File: src/rtl/regfile_arbiter.sv
// Two-requester round-robin arbiter in front of a 32x8 register file that writes on the falling clock edge.
// Each command runs IDLE -> ACCESS -> DONE, so a new command can be accepted at most once every three cycles.
module regfile_arbiter (
    input  logic       clk,
    input  logic       rst_n,
    input  logic       a_valid,
    input  logic       a_we,
    input  logic [4:0] a_addr,
    input  logic [7:0] a_wdata,
    output logic       a_ready,
    output logic       a_done,
    output logic [7:0] a_rdata,
    input  logic       b_valid,
    input  logic       b_we,
    input  logic [4:0] b_addr,
    input  logic [7:0] b_wdata,
    output logic       b_ready,
    output logic       b_done,
    output logic [7:0] b_rdata,
    output logic [4:0] rf_address,
    output logic [7:0] rf_data_in,
    output logic       rf_enable,
    input  logic [7:0] rf_data_out
);

    typedef enum logic [1:0] {
        IDLE   = 2'd0,
        ACCESS = 2'd1,
        DONE   = 2'd2
    } state_t;

    state_t     state_q, state_d;
    logic       last_b_q, last_b_d;     // 1 = B was granted most recently
    logic       owner_b_q, owner_b_d;   // requester that owns the command in flight
    logic       we_q, we_d;
    logic       rf_enable_q, rf_enable_d;
    logic [4:0] rf_address_q, rf_address_d;
    logic [7:0] rf_data_in_q, rf_data_in_d;
    logic [7:0] a_rdata_q, a_rdata_d;
    logic [7:0] b_rdata_q, b_rdata_d;

    logic win_b;
    logic grant_a;
    logic grant_b;

    // On a tie the requester not served last wins; a lone requester always wins.
    assign win_b   = b_valid && (!a_valid || !last_b_q);
    assign grant_a = (state_q == IDLE) && a_valid && !win_b;
    assign grant_b = (state_q == IDLE) && win_b;

    always_comb begin
        state_d      = state_q;
        last_b_d     = last_b_q;
        owner_b_d    = owner_b_q;
        we_d         = we_q;
        rf_enable_d  = rf_enable_q;
        rf_address_d = rf_address_q;
        rf_data_in_d = rf_data_in_q;
        a_rdata_d    = a_rdata_q;
        b_rdata_d    = b_rdata_q;

        case (state_q)
            IDLE: begin
                if (grant_a || grant_b) begin
                    state_d      = ACCESS;
                    owner_b_d    = grant_b;
                    last_b_d     = grant_b;
                    we_d         = grant_b ? b_we    : a_we;
                    rf_enable_d  = grant_b ? b_we    : a_we;
                    rf_address_d = grant_b ? b_addr  : a_addr;
                    rf_data_in_d = grant_b ? b_wdata : a_wdata;
                end
            end
            ACCESS: begin
                // Bus returns to zero as the access ends; read data is captured on the same edge.
                state_d      = DONE;
                rf_enable_d  = 1'b0;
                rf_address_d = 5'd0;
                rf_data_in_d = 8'd0;
                if (!we_q) begin
                    if (owner_b_q) begin
                        b_rdata_d = rf_data_out;
                    end else begin
                        a_rdata_d = rf_data_out;
                    end
                end
            end
            DONE: begin
                state_d = IDLE;
            end
            default: begin
                state_d = IDLE;
            end
        endcase
    end

    always_ff @(posedge clk or negedge rst_n) begin
        if (!rst_n) begin
            state_q      <= IDLE;
            last_b_q     <= 1'b1;
            owner_b_q    <= 1'b0;
            we_q         <= 1'b0;
            rf_enable_q  <= 1'b0;
            rf_address_q <= 5'd0;
            rf_data_in_q <= 8'd0;
            a_rdata_q    <= 8'd0;
            b_rdata_q    <= 8'd0;
        end else begin
            state_q      <= state_d;
            last_b_q     <= last_b_d;
            owner_b_q    <= owner_b_d;
            we_q         <= we_d;
            rf_enable_q  <= rf_enable_d;
            rf_address_q <= rf_address_d;
            rf_data_in_q <= rf_data_in_d;
            a_rdata_q    <= a_rdata_d;
            b_rdata_q    <= b_rdata_d;
        end
    end

    assign a_ready    = grant_a;
    assign b_ready    = grant_b;
    assign a_done     = (state_q == DONE) && !owner_b_q;
    assign b_done     = (state_q == DONE) && owner_b_q;
    assign a_rdata    = a_rdata_q;
    assign b_rdata    = b_rdata_q;
    assign rf_enable  = rf_enable_q;
    assign rf_address = rf_address_q;
    assign rf_data_in = rf_data_in_q;

endmodule

File: config.mk
export PLATFORM = sky130hd
export DESIGN_NAME = regfile_arbiter
export DESIGN_NICKNAME = d
export VERILOG_FILES = /design/src/rtl/regfile_arbiter.sv
export SDC_FILE = /design/constraint.sdc
export NUM_CORES = 1
export LEC_CHECK = 0
export CORE_MARGIN = 4
export CORE_UTILIZATION = 36
export DETAILED_ROUTE_END_ITERATION = 8
export GPL_ROUTABILITY_DRIVEN = 0
export PLACE_DENSITY = 0.71
export SLEW_MARGIN = 20
export SYNTH_ARGS = -nofsm -noshare
export SYNTH_HDL_FRONTEND = slang
export SYNTH_SLANG_ARGS = --single-unit
File: constraint.sdc
create_clock -name clk -period 1.5 [get_ports clk]
set_input_delay 0.15 -clock clk [delete_from_list [all_inputs] [get_ports clk]]
set_output_delay 0.15 -clock clk [all_outputs]
set_load 0.01 [all_outputs]
== Word-level counts from Yosys, hierarchy flattened ==
Index checks and enable logic that the tools add are counted.
Storage, ports and cells
  register bits after elaboration: 35
  input port bits: 40
  output and inout port bits: 34
  logic and storage cells: 43
Cells by class
  equality and inequality tests: 3
  multiplexer cells: 11
  bitwise logic cells: 2
  reduce and logical (&&, ||, !) cells: 18
Operators by type and width (count)
  8-bit two-way mux: 2
  8-bit one-hot mux with 2 select lines: 1
  5-bit two-way mux: 2
  5-bit one-hot mux with 2 select lines: 1
  1-bit logical AND: 6
  3-bit AND reduction: 2
  1-bit logical NOT: 4
  2-bit one-hot mux with 2 select lines: 1
  2-bit AND reduction: 2
  2-bit by 1-bit equality test with 1-bit output, second input constant: 1
  2-bit equality test, second input constant: 1
  2-bit logical NOT: 1
  1-bit logical OR: 2
  1-bit two-way mux: 2
  2-bit two-way mux: 1
  2-bit by 1-bit inequality test with 1-bit output, second input constant: 1
  1-bit inverter: 2
  1-bit one-hot mux with 2 select lines: 1
  2-bit nonzero test: 1

== Logic depth before layout (Yosys ltp) ==
Gate-level depths: netlist of the first run.
  word-level depth: 8
  gate-level depth with buffers: 6
  depth with buffers taken out: 4

== Least setup slack after synthesis of the first run ==
Ideal clock, no wire load.
  path type: register -> register
  start: register last_b_q
  end: register rf_address_q[4], in the netlist rf_address[4]
  setup time: 127 ps
  arrival time: 1357 ps
  required time: 1373 ps
  slack: 16 ps
  cell stages (with the launch flop): 6
  path buffers: 1
  clock period less this slack: 1484 ps
  cell sequence: dfstp_2 > a211oi_1 > nand2_1 > inv_1 > buf_2 > a221o_2
On the way
  elaborated cells on any way between the ends: 12
  those cells by class: eq/ne (1); mux (3); reduce/logical (8)
RTL lines
  start: declaration: RTL line 33  | logic last_b_q, last_b_d;
  start signal: assignment: RTL line 110  | last_b_q <= last_b_d;
  1-bit logical NOT *: RTL line 47  | assign win_b = b_valid && (!a_valid || !last_b_q);
  1-bit logical OR *: RTL line 47
  1-bit logical AND *: RTL line 47
  1-bit logical AND *: RTL line 49  | assign grant_b = (state_q == IDLE) && win_b;
  net b_ready: RTL line 17  | output logic b_ready,
  5-bit two-way mux / 1-bit logical OR (equally long branches): RTL line 70, 64
  5-bit two-way mux / 2-bit by 1-bit inequality test with 1-bit output (equally long branches)
  5-bit one-hot mux with 2 select lines / 2-bit AND reduction (equally long branches)
  end signal: assignment: RTL line 114  | rf_address_q <= rf_address_d;
  end: declaration: RTL line 37  | logic [4:0] rf_address_q, rf_address_d;
Mark *: on every way through the listed nets, which the timed path passes. The rest lies on a longest branch. The select of a mux whose other input is x is not followed.
A chain may end at the register's enable or synchronous reset.

== Final worst setup path of the first run ==
  start: register state_q[0]
  end: output a_ready
On the way
  word-level cells in the longest chain between the ends: 3
Ends and longest elaborated chain
  start: declaration: RTL line 32  | state_t state_q, state_d;
  start signal: assignment: RTL line 109  | state_q <= state_d;
  2-bit logical NOT: RTL line 48  | assign grant_a = (state_q == IDLE) && a_valid && !win_b;
  1-bit logical AND (2 in series): RTL line 48
  end: declaration: RTL line 10  | output logic a_ready,
Every way passes these cells.

==> impl_metrics.tcl, run 1 <==
set metrics [dict create \
    dp_hpwl_mm 3.07 \
    h-tree-depth 2 \
    antenna_found_initial 0 \
    synth_top_family_by_area "compound AO/OA/AOI/OAI gates" \
    fp.dieH_microns 72.9 \
    tightest_slew_ps 345 \
    n_fill_cell 281 \
    synth.avg_cell_area_sq_um 14.0 \
    cts_buffer_depth 2 \
    startpoint_type "flip-flop" \
    path_clk_slew_ps 80 \
    power_density_nw_per_um2 2040 \
    cp_cell_sequence "or3b_4, a21oi_4, buf_2" \
    synth_nets 148 \
    relSlewSlack_pct 76.8 \
    die_area_sq_um 5310 \
    vias 1326 \
    insertion_delay_ps 290 \
    grt_pass1_wl_mm 7.27 \
    pre_cts_ws_ps -438 \
    io_buffers 73 \
    hold_violations 0 \
    drc 0 \
    die_x_microns 72.9 \
    synth_area_sq_um 1520 \
    cellLeakagePower_uw 0.00119 \
    yosysUniqueCellTypes 21 \
    path_delay_family "simple AND/OR/NAND/NOR gates" \
    diodes 0 \
    drtIter0Drc 98 \
    cp.buffers_inverters 1 \
    arrival_ps 1410 \
    crit_slowest_cell "or3b_4" \
    critPathCaptureType "output pin" \
    firstDrtPassIters 4 \
    fin_crit_ps 1560 \
    synth_xor_area_share_pct 0 \
    initial_core_util_pct 37.6 \
    drt-total-wl_mm 4.37 \
    viasPerCell 5.28 \
    cts_tree "yes" \
    synth_mux_area_share_pct 11.9 \
    whs_ps 235 \
    synth_seq_cells 35 \
    rows 23 \
    cts_root_buf "clkbuf_8" \
    top_usage_layer "met2" \
    fmax_mhz 640 \
    yosys.area_share.simple_pct 7.18 \
    critPathMaxStageDelay_ps 430 \
    skew_ps 5.99 \
    yosysWarnings 0 \
    met1_usage_pct 22.7 \
    maxCapViolCount 0 \
    outcome "finished, violations left" \
    post-route-period-util_pct 104 \
    required_ps 1350 \
    nNetsFinal 240 \
    syn2layout_area_growth_pct 78.0 \
    clock_sinks 35 \
    crit_path_max_fanout 3 \
    coreArea_sq_um 4030 \
    grt_pass1_vias 1510 \
    report.final.slew_viol_count 0 \
    drive_above_1_share_pct 32.8 \
    syn_inst 108 \
    wl_per_cell_microns 17.4 \
    holdCritPathClass "in2async" \
    critPathKind "reg2out" \
    met2_usage_pct 27.9 \
    num_io_pins 74 \
    ant_nets 0 \
    yosysSeqAreaShare_pct 57.9 \
    ff_latch_area_sq_um 877 \
    cts_buffers 5 \
    vdd_ir_drop_max_mv 0.924 \
    failed_checks "setup timing" \
    synth_fa_ha_area_share_pct 0 \
    fin_ws_ps -62.9 \
    grt_max_degree 36 \
    gr-usage-met3_pct 7.30 \
    rsz0062_at_grt "true" \
    setup_violations 18 \
    hold_buffers 0 \
    grt-ovfl-total 0 \
    synth-compound-area-share_pct 18.9 \
    grtUsageTotal_pct 18.1 \
    multi_input_area_sq_um 656 \
]
-- final cells by class --
class / instances / area share (%)
inverter: 3 / 0.417
timing repair buffer: 92 / 35.4
sequential: 35 / 32.5
multi-input combinational: 63 / 24.3
clock buffer: 5 / 2.55
clock inverter: 3 / 2.50
tap: 50 / 2.32
-- cell usage in the layout, fill, tap and decap left out, drive strengths merged --
cell type	count
nor3b	3
mux2	16
nor3	1
a221oi	1
clkdlybuf4s50	69
a21oi	1
a221o	13
bufinv	2
inv	3
nor2b	1
o21a	13
and3b	2
clkinvlp	1
buf	23
or3b	1
a22oi	2
clkbuf	5
nand2	8
a211oi	1
dfstp	1
dfrtp	34
-- flip-flops by register name (all words and copies together) (netlist names), 2 cells and up --
register    cells
rf_data_in      8
a_rdata         8
state_q         2
b_rdata         8
rf_address      5
-- report_power, final --
part / switching (uW) / internal, uW / total, uW / leakage [uW]
combinational: 1010 / 1780 / 2790 / 0.000693
clock: 358 / 663 / 1020 / 0.0000644
sequential: 299 / 1390 / 1690 / 0.000431
total: 1660 / 3840 / 5500 / 0.00119
-- routing by layer --
metal  part of all wire [%]  vias to the layer above
li1                       -                      586
met4                    1.3                        0
met2                     47                       77
met3                    9.4                        6
met1                     42                      657
met5                      0                        -
-- worst paths after layout --
check	startpoint	end	slack, ps	cells after the start
setup reg to reg	state_q[1]$_DFFE_PN0P_	a_rdata[4]$_DFFE_PN0P_	-50	6
hold / removal	rst_n	a_rdata[3]$_DFFE_PN0P_	240	2
max in group asynchronous	rst_n	last_b_q$_DFFE_PN1P_	1000	2
setup / recovery	state_q[0]$_DFFE_PN0P_	a_ready	-60	3
min in group clk	a_addr[4]	rf_address[4]$_DFFE_PN0P_	470	2
hold reg to reg	last_b_q$_DFFE_PN1P_	last_b_q$_DFFE_PN1P_	490	2
-- logic make-up (layout without fill, tap and decap cells) --
| family | count (synthesis) | in the layout |
|---|---|---|
| flip-flops | 35 | 35 |
| buffers and inverters | 10 | 103 |
| AND/OR/NAND/NOR | 16 | 16 |
| multiplexers | 16 | 16 |
| AO/OA/AOI/OAI | 31 | 31 |
-- Yosys cell counts --
library cell / n / share of area (%)
a211oi_1: 1 / 0.50
dfstp_2: 1 / 1.7
and3b_1: 2 / 1.2
mux2_2: 16 / 12
nor3b_4: 1 / 1.2
a221oi_1: 1 / 0.58
buf_6: 3 / 2.2
nor3b_1: 2 / 0.99
o21a_1: 13 / 6.4
a221o_2: 9 / 6.7
a221o_1: 4 / 2.6
or3b_1: 1 / 0.58
buf_2: 2 / 0.66
dfrtp_1: 34 / 56
nand2_1: 8 / 2.0
clkbuf_1: 2 / 0.50
nor2b_4: 1 / 0.91
nor3_1: 1 / 0.33
a22oi_1: 2 / 0.99
inv_1: 3 / 0.74
a21oi_4: 1 / 1.1
-- stage by stage --
stage / area, sq um / power [uW] / instances / setup TNS [ps] / util [%]
after global routing: 2700 / 5790 / 251 / -1880 / 67.0
after detailed placement: 2400 / 4040 / 237 / -3960 / 59.7
after global placement: 2400 / 3960 / 237 / -3100 / 59.7
after floorplan: 1520 / 2750 / 108 / 0 / -
after CTS: 2700 / 5520 / 251 / -531 / 66.9
final: 2700 / 5500 / 251 / -568 / 67.0
-- what timing repair did --
item | CTS | global route
setup buffers | 5 | 1
setup endpoints to repair | 23 | 31
gates resized for setup | 45 | 1
gates cloned | 1 | 0
pin swaps | 4 | 5
(Power assumes the default switching activity.)
==> inputs of run 2 (changes only) <==
==> constraint.sdc (replaced) <==
create_clock -name clk -period 1.4 [get_ports clk]
set_input_delay 0.14 -clock clk [delete_from_list [all_inputs] [get_ports clk]]
set_output_delay 0.14 -clock clk [all_outputs]
set_load 0.01 [all_outputs]
==> run 2 against run 1 <==
Against the previous run:
- the run still ends with setup timing left
- core utilization down 0.31 points
- power barely moved
- non-clock buffer count grew 4
- sequential share of layout area rose by 0.20 points
- sequential power up 8%
- flip-flop and latch count unchanged
- cell area decreased by 0.46%
- highest routed layer unchanged
==> impl_metrics.tcl, run 2 (same netlist as run 1, synthesis figures left out) <==
set metrics [dict create \
    die_x_microns 72.9 \
    path_delay_family "simple AND/OR/NAND/NOR gates" \
    critPathKind "reg2out" \
    r2r_cells 5 \
    clkPwrFrac_pct 12.6 \
    wl_met3_microns 469 \
    ff_latch_area_sq_um 878 \
    drive_above_1_share_pct 36.1 \
    cellLeakagePower_uw 0.00121 \
    mostFrequentLayoutCells "clkdlybuf4s50_1, dfrtp_1, mux2_4, buf_4, o21a_1" \
    drc 0 \
    finalPower_uw 5500 \
    startpoint_type "flip-flop" \
    hold_violations 0 \
    critPathMaxStageDelay_ps 430 \
    power_density_nw_per_um2 2050 \
    rows 23 \
    firstDrtPassIters 4 \
    whs_ps 237 \
    skew_ps 5.74 \
    insertion_delay_ps 280 \
    syn2layout_area_growth_pct 77.2 \
    regToRegEndpoint "rf_data_in[4]$_DFFE_PN0P_" \
    crit_path_max_fanout 4 \
    fp.dieH_microns 72.9 \
    fmax_mhz 644 \
    cts_root_buf "clkbuf_8" \
    coreArea_sq_um 4030 \
    arrival_ps 1410 \
    p_sw_share_pct 32.2 \
    crit_slowest_cell "or3b_4" \
    relSlewSlack_pct 82.7 \
    holdCritPathClass "in2async" \
    r2r_setup_slack_ps -90 \
    cts_buffer_depth 2 \
    layout_commonest_cell "clkdlybuf4s50_1" \
    antenna_found_initial 0 \
    required_ps 1260 \
    clock_sinks 35 \
    seqPwrFrac_pct 33.4 \
    diodes 0 \
    grt_max_degree 36 \
    critPathCaptureType "output pin" \
    io_buffers 73 \
    power.switching_uw 1770 \
    drt-total-wl_mm 4.33 \
    rsz0062_at_grt "true" \
    outcome "finished, violations left" \
    fin_crit_ps 1550 \
    dr_wl_met2_mm 2.07 \
    setup_violations 32 \
    cts_tree "yes" \
    drtIter0Drc 26 \
    n_fill_cell 289 \
    nNetsFinal 244 \
    viasPerCell 5.10 \
    grt-ovfl-total 0 \
    wl_per_cell_microns 17.0 \
    vdd_ir_drop_max_mv 1.01 \
    failed_checks "setup timing" \
    wl_met1_mm 1.74 \
    num_io_pins 74 \
    cp_cell_sequence "or3b_4, a21oi_4, buf_6" \
    utilization_pct 66.6 \
    grt_pass1_vias 1377 \
    vias 1300 \
    comb_power_share_pct 54.0 \
    r2r_start "state_q[1]$_DFFE_PN0P_" \
    multi_input_area_sq_um 682 \
    grtUsageTotal_pct 16.7 \
    maxCapViolCount 0 \
    place_area_sq_um 2440 \
    design_area_sq_um 2690 \
    fin_ws_ps -153 \
    path_clk_slew_ps 70 \
    report.final.slew_viol_count 0 \
    ant_nets 0 \
    grt_pass1_wl_mm 6.68 \
    dr.max_layer_used "met4" \
    die_area_sq_um 5310 \
    tns_ps -2310 \
    cp.buffers_inverters 1 \
    dp_hpwl_mm 3.15 \
    h-tree-depth 2 \
    cts_buffers 5 \
    tightest_slew_ps 260 \
    initial_core_util_pct 37.6 \
    post-route-period-util_pct 111 \
    intPower_uw 3730 \
]
==> run 2: cell types whose count changed in the layout (fill, tap and decap cells not counted), sizes merged <==
cell	change
clkdlybuf4s50	-2
clkinv	+3
clkinvlp	-1
bufinv	-2
buf	+4
dlymetal6s2s	+2
==> run 2: worst max-delay path by stage <==
| stage | end | slack [ps] | depth (start not counted) | from |
|---|---|---|---|---|
| detailed placement | a_ready | -550 | 4 | a_valid |
| finish | a_ready | -150 | 3 | state_q[1]$_DFFE_PN0P_ |
| global placement | a_ready | -550 | 4 | a_valid |
| CTS | a_ready | -170 | 3 | state_q[0]$_DFFE_PN0P_ |
| global route | b_ready | -210 | 5 | state_q[1]$_DFFE_PN0P_ |
| floorplan | rf_address[3]$_DFFE_PN0P_ | -70 | 6 | state_q[1]$_DFFE_PN0P_ |
==> run 2: cell type report <==
| type | instances | share of cell area [%] |
|---|---|---|
| Inverter | 3 | 0.419 |
| Tap cell | 50 | 2.33 |
| Clock inverter | 3 | 0.559 |
| Sequential cell | 35 | 32.7 |
| Timing Repair Buffer | 96 | 36.0 |
| Multi-Input combinational cell | 63 | 25.4 |
| Clock buffer | 5 | 2.56 |
==> run 2: power by group through the flow <==
stage	registers [uW]	logic (uW)	clock network [uW]
after floorplan	1950	1030	0
after global placement	1790	2540	0
after detailed placement	1810	2610	0
after CTS	1810	2910	726
after global routing	1880	3150	776
final	1830	2970	693
==> run 2: stage by stage <==
step                      instances  setup WS, ps
after floorplan                 108         -74.4
after global placement          241          -551
after detailed placement        241          -552
after CTS                       254          -168
after global routing            255          -211
final                           255          -153
==> run 2: worst reg2reg max path, stage by stage (launching register included) <==
cell and delay (ps):
dfrtp_1 420, or3b_4 430, a21oi_4 160, buf_4 150, buf_8 130, a221o_2 150
==> run 2: what timing repair did <==
item / in CTS / in global routing
hold buffers: 0 / 0
gates resized for setup: 42 / 10
setup endpoints to repair: 34 / 36
pin swaps: 1 / 4
hold endpoints to repair: 0 / 0
setup buffers: 6 / 3
==> run 2: metal layers <==
layer  GRT usage (%)  vias up
met2            27.0       69
li1                -      599
met4            6.15        0
met1            19.1      626
met3            8.40        6
met5               0        -
==> inputs of run 3 (changes only) <==
--- a/config.mk
+++ b/config.mk
@@ -10,7 +10,9 @@
 export DETAILED_ROUTE_END_ITERATION = 8
 export GPL_ROUTABILITY_DRIVEN = 0
 export PLACE_DENSITY = 0.71
+export REMOVE_ABC_BUFFERS = 1
 export SLEW_MARGIN = 20
 export SYNTH_ARGS = -nofsm -noshare
 export SYNTH_HDL_FRONTEND = slang
 export SYNTH_SLANG_ARGS = --single-unit
+export TNS_END_PERCENT = 1
==> run 3 against run 2 <==
Against the previous run:
- the run still ends with setup timing left
- cell area shrank 3.3%
- maximum frequency grew 1.4%
- global-route usage shrank 0.82 points
- cell count shrank 2.7%
- non-clock buffer count shrank 7
- worst setup slack gained 22 ps
- die area is the same
- clock skew shrank 1.4 ps
- core utilization shrank 2.2 points
- largest cell class unchanged
- largest power group unchanged
==> impl_metrics.tcl, run 3 (same netlist as run 1, synthesis figures left out) <==
set metrics [dict create \
    maxCapViolCount 0 \
    wl_per_cell_microns 16.6 \
    antenna_found_initial 0 \
    final_cell_count_no_fill 248 \
    clock_sinks 35 \
    cp.buffers_inverters 1 \
    diodes 0 \
    syn2layout_area_growth_pct 71.3 \
    skew_ps 4.34 \
    grt_pass1_wl_mm 6.47 \
    relSlewSlack_pct 74.4 \
    grt-ovfl-total 0 \
    utilization_pct 64.4 \
    path_delay_family "flip-flops" \
    num_io_pins 74 \
    startpoint_type "flip-flop" \
    vias 1293 \
    viasPerCell 5.21 \
    cts_root_buf "clkbuf_8" \
    crit_path_max_fanout 4 \
    critPathMaxStageDelay_ps 440 \
    cp_cell_sequence "or3b_4, a21oi_4, buf_6" \
    fin_crit_ps 1530 \
    whs_ps 237 \
    die_x_microns 72.9 \
    tightest_slew_ps 381 \
    required_ps 1260 \
    insertion_delay_ps 280 \
    hold_buffers 0 \
    crit_slowest_cell "dfrtp_2" \
    post-route-period-util_pct 109 \
    coreArea_sq_um 4030 \
    drtIter0Drc 83 \
    cellLeakagePower_uw 0.00114 \
    post_cts_buffers 0 \
    cts_buffer_depth 2 \
    cts_tree "yes" \
    fmax_mhz 653 \
    fp.dieH_microns 72.9 \
    tns_ps -1600 \
    outcome "finished, violations left" \
    rsz0062_at_grt "true" \
    firstDrtPassIters 4 \
    hold_violations 0 \
    grtUsageTotal_pct 15.9 \
    rows 23 \
    drive_above_1_share_pct 31.3 \
    ant_nets 0 \
    path_clk_slew_ps 60 \
    fin_ws_ps -131 \
    io_buffers 73 \
    nNetsFinal 237 \
    n_fill_cell 307 \
    critPathCaptureType "output pin" \
    setup_violations 31 \
    report.final.slew_viol_count 0 \
    holdCritPathClass "in2async" \
    layout_commonest_cell "clkdlybuf4s50_1" \
    drc 0 \
    h-tree-depth 2 \
    initial_core_util_pct 37.6 \
    grt_pass1_vias 1425 \
    power_density_nw_per_um2 2070 \
    vdd_ir_drop_max_mv 0.943 \
    cts_buffers 5 \
    mostFrequentLayoutCells "clkdlybuf4s50_1, dfrtp_1, mux2_4, o21a_1" \
    arrival_ps 1390 \
    grt_max_degree 36 \
    finalPower_uw 5360 \
    die_area_sq_um 5310 \
    dp_cells 240 \
    failed_checks "setup timing" \
    dp_hpwl_mm 3.00 \
    drt-total-wl_mm 4.12 \
    critPathKind "reg2out" \
]
-- run 3: cell type report --
class,count,area (sq um),area share (%)
multi-input cells,63,644,24.8
well taps,50,62.6,2.41
inverters,3,11.3,0.434
clock buffers,8,100,3.86
flip-flops and latches,35,880,33.9
repair buffers,89,898,34.6
-- run 3: path summary, 6_finish.rpt --
check / startpoint / end / slack (ps) / cells after the start
min in group clk: b_we / rf_enable$_DFFE_PN0P_ / 460 / 3
min: rst_n / a_rdata[5]$_DFFE_PN0P_ / 240 / 2
max in group asynchronous: rst_n / last_b_q$_DFFE_PN1P_ / 920 / 2
max: state_q[0]$_DFFE_PN0P_ / a_ready / -130 / 3
min reg2reg: b_rdata[4]$_DFFE_PN0P_ / b_rdata[4]$_DFFE_PN0P_ / 510 / 1
max reg2reg: state_q[1]$_DFFE_PN0P_ / a_rdata[2]$_DFFE_PN0P_ / -90 / 5
-- run 3: metal layers --
metal  global-route usage (%)  wire (microns)  vias up
li1                         -               -      581
met1                     18.0            1620      640
met2                     26.8            2030       66
met3                     5.23             411        6
met4                     7.99              58        0
met5                        0               0        -
-- run 3: through the flow --
stage / cell area (sq um) / worst slack [ps]
global placement: 2430 / -523
CTS: 2530 / -134
floorplan: 1460 / -210
global route: 2600 / -183
finish: 2600 / -131
detailed placement: 2430 / -525
-- run 3: where the power goes --
part	switching, uW	leakage [uW]	internal (uW)	total (uW)
logic	991	0.000662	1760	2750
registers	328	0.000428	1500	1830
clock network	333	0.0000515	449	781
-- run 3: what timing repair did --
action / in CTS / in global routing
gates cloned: 0 / 0
setup endpoints to repair: 33 / 33
endpoints found under the hold margin: 0 / 0
pin swaps: 0 / 2
gates resized for setup: 19 / 23
